<file path="config.mk">
export PLATFORM = sky130hd
export DESIGN_NAME = unary_binary_mxu_rect
export DESIGN_NICKNAME = d
export VERILOG_FILES = /design/src/rtl/unary_binary_mxu_rect.sv
export SDC_FILE = /design/constraint.sdc
export NUM_CORES = 1
export LEC_CHECK = 0
export CAP_MARGIN = 20
export CORE_MARGIN = 2
export CORE_UTILIZATION = 30
export CTS_CLUSTER_SIZE = 25
export DETAILED_ROUTE_END_ITERATION = 12
export PLACE_DENSITY_LB_ADDON = 0.1
export REMOVE_ABC_BUFFERS = 1
export SYNTH_ARGS = -nofsm -noshare
export SYNTH_HDL_FRONTEND = slang
export SYNTH_SLANG_ARGS = --single-unit
</file>
<file path="constraint.sdc">
create_clock -name clk -period 3.65 [get_ports clk]
set_input_delay 0.365 -clock clk [delete_from_list [all_inputs] [get_ports clk]]
set_output_delay 0.365 -clock clk [all_outputs]
set_load 0.1 [all_outputs]
</file>
<file path="src/rtl/unary_binary_mxu_rect.sv">
// -----------------------------------------------------------------------------
// unary_binary_mxu_rect
//
// Temporal (unary-binary) matrix multiply unit for a rectangular operand pair:
// C[M][N] = A[M][K] x B[K][N]. A is consumed as a thermometer code, one step
// per cycle: on step t every A element that is still greater than t lets its
// B row through to the accumulator. After 2^BIT_WIDTH-1 steps each product
// A*B has been added exactly A times. B stays in binary throughout.
//
// The result is held at full width OUT_W (no truncation) and wraps modulo
// 2^OUT_W. An accepted start with acc_en=1 adds the new product onto the held
// result instead of clearing it first.
//
// Optional build macro: UNARY_MXU_EARLY_TERM_EN
//   When defined, the start edge also latches the largest A element and RUN
//   ends after max(1, maxA) steps; later steps could not contribute anyway,
//   so the result is identical.
//
// Ports
//   clk        in   clock
//   reset_n    in   asynchronous active-low reset
//   start      in   begin a computation (sampled only while idle)
//   acc_en     in   sampled with start: 1 = accumulate, 0 = clear first
//   A          in   [M][K] unsigned operand, captured on the accepted start
//   B          in   [K][N] unsigned operand, captured on the accepted start
//   busy       out  high while running or holding an unconsumed result
//   out_valid  out  result available
//   out_ready  in   consumer accepts the result
//   out        out  [M][N] result matrix, OUT_W bits per element
// -----------------------------------------------------------------------------
module unary_binary_mxu_rect #(
    parameter int BIT_WIDTH = 4,
    parameter int M         = 2,
    parameter int K         = 2,
    parameter int N         = 2,
    parameter int OUT_W     = 12
) (
    input  logic                                 clk,
    input  logic                                 reset_n,
    input  logic                                 start,
    input  logic                                 acc_en,
    input  logic [M-1:0][K-1:0][BIT_WIDTH-1:0]   A,
    input  logic [K-1:0][N-1:0][BIT_WIDTH-1:0]   B,
    output logic                                 busy,
    output logic                                 out_valid,
    input  logic                                 out_ready,
    output logic [M-1:0][N-1:0][OUT_W-1:0]       out
);

    // Widest per-step contribution: K terms of at most 2^BIT_WIDTH-1 each.
    localparam int PSUM_W = BIT_WIDTH + $clog2(K);

    generate
        if (OUT_W < 2 * BIT_WIDTH + $clog2(K)) begin : g_out_w_check
            $error("unary_binary_mxu_rect: OUT_W too small to hold the full-width product sum");
        end
    endgenerate

    typedef enum logic [1:0] {
        ST_IDLE = 2'd0,
        ST_RUN  = 2'd1,
        ST_DONE = 2'd2
    } state_t;

    state_t                                  r_state;
    state_t                                  w_next_state;

    logic [M-1:0][K-1:0][BIT_WIDTH-1:0]      r_a;
    logic [K-1:0][N-1:0][BIT_WIDTH-1:0]      r_b;
    logic [BIT_WIDTH-1:0]                    r_t;
    logic [M-1:0][N-1:0][OUT_W-1:0]          r_out;

    logic                                    w_start_accept;
    logic                                    w_run_last;
    logic [BIT_WIDTH-1:0]                    w_t_last;
    logic [M-1:0][N-1:0][PSUM_W-1:0]         w_psum;

    assign w_start_accept = (r_state == ST_IDLE) && start;

    // -------------------------------------------------------------------------
    // Last RUN step
    // -------------------------------------------------------------------------
`ifdef UNARY_MXU_EARLY_TERM_EN
    logic [BIT_WIDTH-1:0] w_max_a;
    logic [BIT_WIDTH-1:0] r_max_a;

    always_comb begin
        w_max_a = '0;
        for (int i = 0; i < M; i++) begin
            for (int k = 0; k < K; k++) begin
                if (A[i][k] > w_max_a) begin
                    w_max_a = A[i][k];
                end
            end
        end
    end

    always_ff @(posedge clk or negedge reset_n) begin
        if (!reset_n) begin
            r_max_a <= '0;
        end else if (w_start_accept) begin
            r_max_a <= w_max_a;
        end
    end

    // RUN always takes at least one step, even when every A element is zero.
    assign w_t_last = (r_max_a == '0) ? '0 : r_max_a - BIT_WIDTH'(1);
`else
    // 2^BIT_WIDTH-2: the last step index before t would reach all-ones.
    localparam logic [BIT_WIDTH-1:0] T_LAST = ~BIT_WIDTH'(1);

    assign w_t_last = T_LAST;
`endif

    assign w_run_last = (r_state == ST_RUN) && (r_t == w_t_last);

    // -------------------------------------------------------------------------
    // FSM: state register
    // -------------------------------------------------------------------------
    // NOTE: sequential state uses non-blocking assignments so every register
    // samples the pre-edge values of the others, independent of block order.
    always_ff @(posedge clk or negedge reset_n) begin
        if (!reset_n) begin
            r_state <= ST_IDLE;
        end else begin
            r_state <= w_next_state;
        end
    end

    // -------------------------------------------------------------------------
    // FSM: next-state logic
    // -------------------------------------------------------------------------
    // NOTE: the default assignment up front keeps this block free of latches
    // on any path that does not assign w_next_state explicitly.
    always_comb begin
        w_next_state = r_state;
        unique case (r_state)
            ST_IDLE: if (start)      w_next_state = ST_RUN;
            ST_RUN:  if (w_run_last) w_next_state = ST_DONE;
            ST_DONE: if (out_ready)  w_next_state = ST_IDLE;
            default:                 w_next_state = ST_IDLE;
        endcase
    end

    // -------------------------------------------------------------------------
    // FSM: outputs
    // -------------------------------------------------------------------------
    always_comb begin
        busy      = (r_state != ST_IDLE);
        out_valid = (r_state == ST_DONE);
    end

    assign out = r_out;

    // -------------------------------------------------------------------------
    // Per-step partial sums: row k of B passes while A[i][k] still exceeds t.
    // -------------------------------------------------------------------------
    always_comb begin
        w_psum = '0;
        for (int i = 0; i < M; i++) begin
            for (int j = 0; j < N; j++) begin
                for (int k = 0; k < K; k++) begin
                    if (r_t < r_a[i][k]) begin
                        w_psum[i][j] = w_psum[i][j] + PSUM_W'(r_b[k][j]);
                    end
                end
            end
        end
    end

    // -------------------------------------------------------------------------
    // Operand capture, step counter and accumulator
    // -------------------------------------------------------------------------
    // NOTE: the operand registers are reset along with the control state so a
    // reset leaves no stale operands to leak into a later computation.
    always_ff @(posedge clk or negedge reset_n) begin
        if (!reset_n) begin
            r_a   <= '0;
            r_b   <= '0;
            r_t   <= '0;
            r_out <= '0;
        end else if (w_start_accept) begin
            r_a <= A;
            r_b <= B;
            r_t <= '0;
            if (!acc_en) begin
                r_out <= '0;
            end
        end else if (r_state == ST_RUN) begin
            r_t <= r_t + BIT_WIDTH'(1);
            for (int i = 0; i < M; i++) begin
                for (int j = 0; j < N; j++) begin
                    // Silent wrap modulo 2^OUT_W.
                    r_out[i][j] <= r_out[i][j] + OUT_W'(w_psum[i][j]);
                end
            end
        end
    end

endmodule

</file>
Yosys cells after proc, flatten, opt, wreduce, memory -nomap -nowiden. Index checks and enable logic that the tools add are counted. Widths: inputs -> output; s select.

Output and inout port bits: 50. Input port bits: 37. Register bits: 86. Memories kept: 0. Word-level logic and storage cells: 58. Bits in latches: 0. Memory bits (writable): 0. Memory bits (read-only): 0.

Reductions and logical operators: 7. Mux-type cells: 17. Divide/modulo/power cells: 0. Shifts and indexed selects: 0. Order comparisons: 4. Bitwise logic cells: 0. Equal/unequal tests: 7. Multiply operators: 0. Add/sub/neg operators: 9.

Operators by type and width (count): $mux 48 (3); $add 12x5->12 (4); $mux 4 (6); $mux 5 (4); $lt 4x4->1 (4); $add 5x4->5 (3); $mux 2 (3); $ne 2x2->1 const B (3); $pmux 2 s3 (1); $add 4x4->5 (1); $add 4x1->4 const B (1); $eq 4x4->1 const B (1); $reduce_bool 2->1 (2); $reduce_and 3->1 (1); $eq 2x1->1 const B (1); $eq 2x2->1 const B (1); $logic_and 1x1->1 (2); $logic_not 2->1 (1); $ne 2x1->1 const B (1); $reduce_and 2->1 (1).

Longest topological paths before layout.
Depth in word-level cells: 7. Mapped depth: 18. Mapped depth without buffers: 18.

Worst setup path before layout. OpenSTA, ideal clock, no wires.

Path kind: flip-flop to flip-flop. Start point: register r_t[1]. End point: register r_out, in the netlist out[23]. Cell stages (with the launch flop): 17. Library setup time: 0.078 ns. Buffers on the path: 0. Slack: -0.210 ns. Arrival time: 3.782 ns. Cells stage by stage: dfrtp_1 -> ha_1 -> or3b_4 -> a21oi_1 -> and2_1 -> ha_1 -> inv_1 -> fa_1 -> xor2_1 -> nor2_1 -> xor2_1 -> ha_1 -> o21ai_0 -> o21bai_1 -> a21oi_1 -> or4_1 -> a21oi_1.

Word-level cells in the longest chain between the ends: 7. Elaborated cells on any way between the ends: 8. Those cells by class: 2 x add/sub; 2 x order compare; 4 x mux.

Ends and longest elaborated chain: start, declared (line 70) `logic [BIT_WIDTH-1:0] r_t;`; start signal, assigned (line 190) `r_t <= r_t + BIT_WIDTH'(1);`; $lt 4x4->1 (line 163) `if (r_t < r_a[i][k]) begin`; $mux 4 (line 163); $add 5x4->5 (line 164) `w_psum[i][j] = w_psum[i][j] + PSUM_W'(r_b[k][j]);`; $mux 5 * (line 163); $add 12x5->12 * (line 194) `r_out[i][j] <= r_out[i][j] + OUT_W'(w_psum[i][j]);`; $mux 48 * (line 189) `end else if (r_state == ST_RUN) begin`; $mux 48 * (line 182) `end else if (w_start_accept) begin`; end signal, assigned by index (line 194); end, declared (line 71) `logic [M-1:0][N-1:0][OUT_W-1:0] r_out;`.

Every way passes the cells marked *; elsewhere a longest branch is shown, timed or not. The select of a mux whose other input is x is not followed. A chain may end at the register's enable or synchronous reset.

Final worst setup path. Same ends and word-level chain as after synthesis.

==> impl_metrics.csv <==
group,metric,value,unit
setup_path,max_stage_delay,0.49,ns
sta,rsz0062_at_grt,"yes",
placement,pre_cts_ws,-0.300,ns
detailed_routing,num_vias,4693,
setup_path,cp-end-kind,"register",
final_layout,final_cell_mix,"98 x nand2_1, 86 x dfrtp_1, 85 x clkdlybuf4s50_1",
synth,synth_area,5370,sq um
clocking,cts_tree,"yes",
run_status,violations,"setup timing",
floorplan,num_io_pins,87,
clocking,htree_levels,3,
sta,maxSlewViolCount,0,
global_route,grt_pass1_wl,24000,um
placement,port_buffers,86,
global_route,grt.overflow.total,0,
final_layout,fin_nets,812,
floorplan,core,17400,sq um
final_layout,layout_commonest_cell,"nand2_1",
setup_path,crit_top_cell,"a21oi_2",
synth,ys.flop_type,"dfrtp_1",
hold_path,hold_class,"in -> async",
global_route,first_global_vias,4772,
global_route,antenna_found_initial,0,
synth,synth-seq-cells,86,
sta,setup_ws,-0.124,ns
detailed_routing,first_pass_iters,7,
placement,hpwl,10800,um
run_status,outcome,"finished with violations",
placement,place_congestion,0.843,
sta,max_freq,265,MHz
floorplan,rows,48,
clocking,clk_pin_slew,0.06,ns
detailed_routing,avgRoutedWirePerCell,15.7,um
final_layout,syn2layout_area_growth,42.9,%
sta,fin_skew,0.0114,ns
sta,post-route-period-util,103,%
setup_path,cp.required,3.92,ns
setup_path,path_buf_inv,3,
detailed_routing,drt-total-wl,15000,um
setup_path,path_cells,"ha_2, or3b_4, a21oi_2, buf_6, buf_12, and2_4, ha_4, inv_2, fa_2, xor2_1, nor2_1, xor2_1, ha_2, o21ai_2, o21bai_1, a21oi_2, or4_1, a21oi_2",
final_layout,drive_above_1_share,25.2,%
final_layout,diodes,0,
synth,syn_inst,574,
global_route,grt_usage,16.5,%
floorplan,start_util,30.8,%
floorplan,die_w,138,um
clocking,clock_sinks,86,
synth,async_flop_share,100,%
sta,tightest_slew,1.03,ns
synth,synth_edf_count,0,
clocking,clockBufferDepth,2,
sta,max_slew_margin,31.3,%
sta,fin_crit,3.77,ns
final_layout,nFillCells,1738,
run,cap_violations,0,
synth,avgSynthCellArea,9.35,sq um
clocking,cts_buffers,9,
detailed_routing,drc,0,
setup_path,cp_max_fo,5,
synth,seq_area_frac_synth,40.1,%
sta,final.setup.tns,-0.785,ns
floorplan,die_area,19000,sq um
setup_path,cp_top_family,"simple AND/OR/NAND/NOR gates",
sta,hold_violations,0,
global_route,grt_max_degree,62,
setup_path,start_kind,"register",
setup_path,setup.worst_path.class,"reg -> reg",
clocking,root_buffer,"clkbuf_16",
synth,synth.distinct_cells,49,
synth,ys.warnings.count,0,
setup_path,critPathSlowestCell,"or4_1",
detailed_routing,drt-initial-drc-count,162,
sta,finalSetupViolCount,14,
clocking,clock_latency,0.35,ns
detailed_routing,via_per_inst,4.94,
setup_path,cp_data_arrival_time,4.05,ns
detailed_routing,antenna_left,0,
floorplan,die_y,138,um
## final cells by class
class	count	area, sq um	area share [%]
inverter	33	124	1.61
timing repair buffer	154	1410	18.4
clock buffer	12	236	3.08
tap	225	282	3.67
clock inverter	4	47.5	0.620
multi-input combinational	436	3420	44.6
sequential	86	2150	28.0
## final timing paths
kind	start	to	slack, ns	depth (start not counted)
worst max-delay path	r_t[1]	out[23]	-0.12	18
worst min-delay path	reset_n	r_a[11]	0.13	1
worst max register to register	r_t[1]	out[23]	-0.12	18
worst min register to register	r_a[12]	r_a[12]	0.47	2
max in group asynchronous	reset_n	r_b[9]	2.80	2
min in group clk	r_a[12]	r_a[12]	0.47	2
## through the flow
step	std cells	hold slack (ns)	cell area, sq um	utilization [%]
floorplan	555	0.0694	5300	-
finish	950	0.127	7670	44.1
detailed placement	919	0.466	6830	39.2
CTS	942	0.155	7320	42.0
global placement	919	0.467	6830	39.2
global route	950	0.191	7670	44.1
## sequential cells by signal (all words and copies together) (netlist names)
register and flops:
out 48, r_a 16, r_b 16, r_t 4, r_state 2
## cell usage after synthesis (8+ instances only)
| library cell | count | area [sq um] |
|---|---|---|
| inv_1 | 32 | 120 |
| o31ai_1 | 11 | 82.6 |
| a21oi_1 | 34 | 170 |
| a21o_1 | 15 | 113 |
| or4_1 | 10 | 75.1 |
| nand3_1 | 16 | 80.1 |
| ha_1 | 47 | 588 |
| clkbuf_1 | 17 | 63.8 |
| xor2_1 | 21 | 184 |
| fa_1 | 8 | 160 |
| xnor2_1 | 8 | 70.1 |
| and2_1 | 8 | 50.1 |
| nor2_1 | 21 | 78.8 |
| a22o_1 | 11 | 96.3 |
| o21ai_0 | 54 | 270 |
| nand2_1 | 99 | 372 |
| dfrtp_1 | 86 | 2150 |
## logic make-up (layout without fill, tap and decap cells)
kind of cell | after synthesis | count (layout) | share of synthesized area, %
AO/OA/AOI/OAI | 163 | 163 | 19.8
XOR/XNOR | 29 | 29 | 4.73
adder cells (fa/ha/maj) | 63 | 63 | 15.5
buffers and inverters | 52 | 203 | 3.66
flip-flops | 86 | 86 | 40.1
multiplexers | 4 | 4 | 0.839
AND/OR/NAND/NOR | 177 | 177 | 15.4
## routing by layer
metal	vias to the layer above	wire, um	track usage (%)
met3	15	487	3.27
met2	69	7320	28.1
met5	-	0	0
li1	2328	-	-
met1	2281	6920	21.3
met4	0	226	4.65
## what timing repair did
| action | 4_1_cts | 5_1_grt |
|---|---|---|
| hold buffers | 0 | 0 |
| pin swaps | 43 | 61 |
| setup buffers | 9 | 7 |
| setup endpoints to repair | 31 | 33 |
| gates resized for setup | 54 | 64 |
Power is not shown: default switching activity piles up to over one toggle a cycle in this logic, so the estimate is an artifact.
==> edit, RTL diff (same flow settings) <==
Add a define of `UNARY_MXU_EARLY_TERM_EN`.
--- a/src/rtl/unary_binary_mxu_rect.sv
+++ b/src/rtl/unary_binary_mxu_rect.sv
@@ -28,6 +28,8 @@
 //   out_ready  in   consumer accepts the result
 //   out        out  [M][N] result matrix, OUT_W bits per element
 // -----------------------------------------------------------------------------
+`define UNARY_MXU_EARLY_TERM_EN
+
 module unary_binary_mxu_rect #(
     parameter int BIT_WIDTH = 4,
     parameter int M         = 2,
Check against the original RTL: not equivalent (a bounded check fails within 4 cycles, from zero or initial values and one cycle with reset_n low).
==> edit against the original RTL <==
The run ends with hold timing, setup timing left. Routed wire length increased by 20%. Sequential cell count increased by 4. Area after synthesis increased by 11%. Largest cell class unchanged. Worst hold slack got worse by 0.13 ns. Cell area increased by 23%. Global-route usage increased by 1.2 points. Setup slack got worse by 0.072 ns. Highest routed layer unchanged. Critical endpoint is now r_max_a[2]$_DFFE_PN0P_. Synthesized cell count increased by 13%.
Power is left out: the tool's default activity adds up to more than one toggle a clock period on the data nets, which glitch-free logic cannot reach.
==> edit: results (changes against the original RTL) <==
set qor(clock-skew-final_ns) 0.009711 ;# -0.001662 ns
set qor(fillers) 1830 ;# +5.3%
set qor(placedInstanceArea_um2) 7680 ;# +12%
set qor(grt.met2_usage) 0.3101 ;# +0.02954
set qor(postLayoutSetupSlackWorst_ns) -0.1961 ;# -0.07192 ns
set qor(worst-r2r-setup-slack_ns) -0.07 ;# +0.05 ns
set qor(overall_global_routing_usage) 0.1767 ;# +0.01174
set qor(grt_pass1_vias) 5779 ;# +21%
set qor(mapped_avg_cell_area_um2) 9.159 ;# -2.1%
set qor(largest_net_degree_at_the_start_of_global_routing) 79 ;# +27%
set qor(failed_checks) {hold timing, setup timing}
set qor(global_route.usage.met3) 0.04080 ;# +0.008058
set qor(nets) 976 ;# +20%
set qor(dp_slack_ns) -1.086 ;# -0.7855 ns
set qor(setup_violations) 11 ;# -3
set qor(grt_pass1_wl_mm) 28.84 ;# +20%
set qor(numPlacedInstances) 1060 ;# +15%
set qor(slowest_delay_ns) 0.39 ;# -0.10 ns
set qor(grt_most_used_layer) {met2}
set qor(slew_headroom) 0.2784 ;# -0.03429
set qor(drt_iter0_drc) 226 ;# +40%
set qor(startpoint) {A[5]}
set qor(post_route_cells_drive_above_1_share) 0.3801 ;# +0.1277
set qor(fin_hold_ws_ns) -0.002050 ;# -0.1287 ns
set qor(cell_with_the_biggest_individual_delay_on_the_critical_path) {sky130_fd_sc_hd__a221o_1}
set qor(dp_hpwl_mm) 11.67 ;# +7.8%
set qor(synthMuxAreaShare) 0.03573 ;# +0.02734
set qor(run_status) {complete, but fails checks}
set qor(via_count) 5500 ;# +17%
set qor(critical_path_endpoint) {r_max_a[2]$_DFFE_PN0P_}
set qor(grt_util_met1) 0.2179 ;# +0.004828
set qor(route.met3.wl_um) 517 ;# +6.2%
set qor(yosysSeqAreaShare) 0.3783 ;# -0.02262
set qor(synth_common_cells) {98 x sky130_fd_sc_hd__nand2_1, 90 x sky130_fd_sc_hd__dfrtp_1, 60 x sky130_fd_sc_hd__ha_1, 52 x sky130_fd_sc_hd__o21ai_0}
set qor(route.met2.wl_mm) 9.087 ;# +24%
set qor(avgRoutedWirePerCell_um) 15.76 ;# about the same
set qor(post_drt_via_cell_ratio) 4.820 ;# -2.4%
set qor(finalHoldViolCount) 2 ;# +2
set qor(synth-compound-area-share) 0.1641 ;# -0.03422
set qor(routability_congestion_estimate) 0.8315 ;# -1.4%
edit: cell types whose count changed after synthesis, sizes merged, moves of 10 or more:
| cell | delta |
|---|---|
| nor3 | +10 |
| xnor2 | +19 |
| ha | +13 |
| nor2 | +13 |
| nor2b | +11 |
| mux2 | +11 |
edit: cell families after synthesis:
logic type / count (synthesis)
DFF: 90
adders and majority gates: 68
and+or+nand+nor: 216
muxes: 19
xor gates and xnor gates: 40
AOI/OAI and AO/OA: 155
buffers and inverters: 62
edit: area by class of cell:
type	instances	area [um2]	share of cell area
clock buffers	10	239.0	0.02537
clock inverters	6	42.54	0.004516
inverters	41	163.9	0.01740
multi-input cells	498	4369	0.4639
flip-flops and latches	90	2253	0.2392
well taps	265	331.6	0.03520
repair buffers	231	2019	0.2144
edit: timing repair:
item | CTS | global route
buffers inserted | 51 | 21
pin swaps | 93 | 73
gates resized for setup | 150 | 99
setup endpoints to repair | 34 | 36
cloned | 1 | 0
endpoints found under the hold margin | 0 | 0
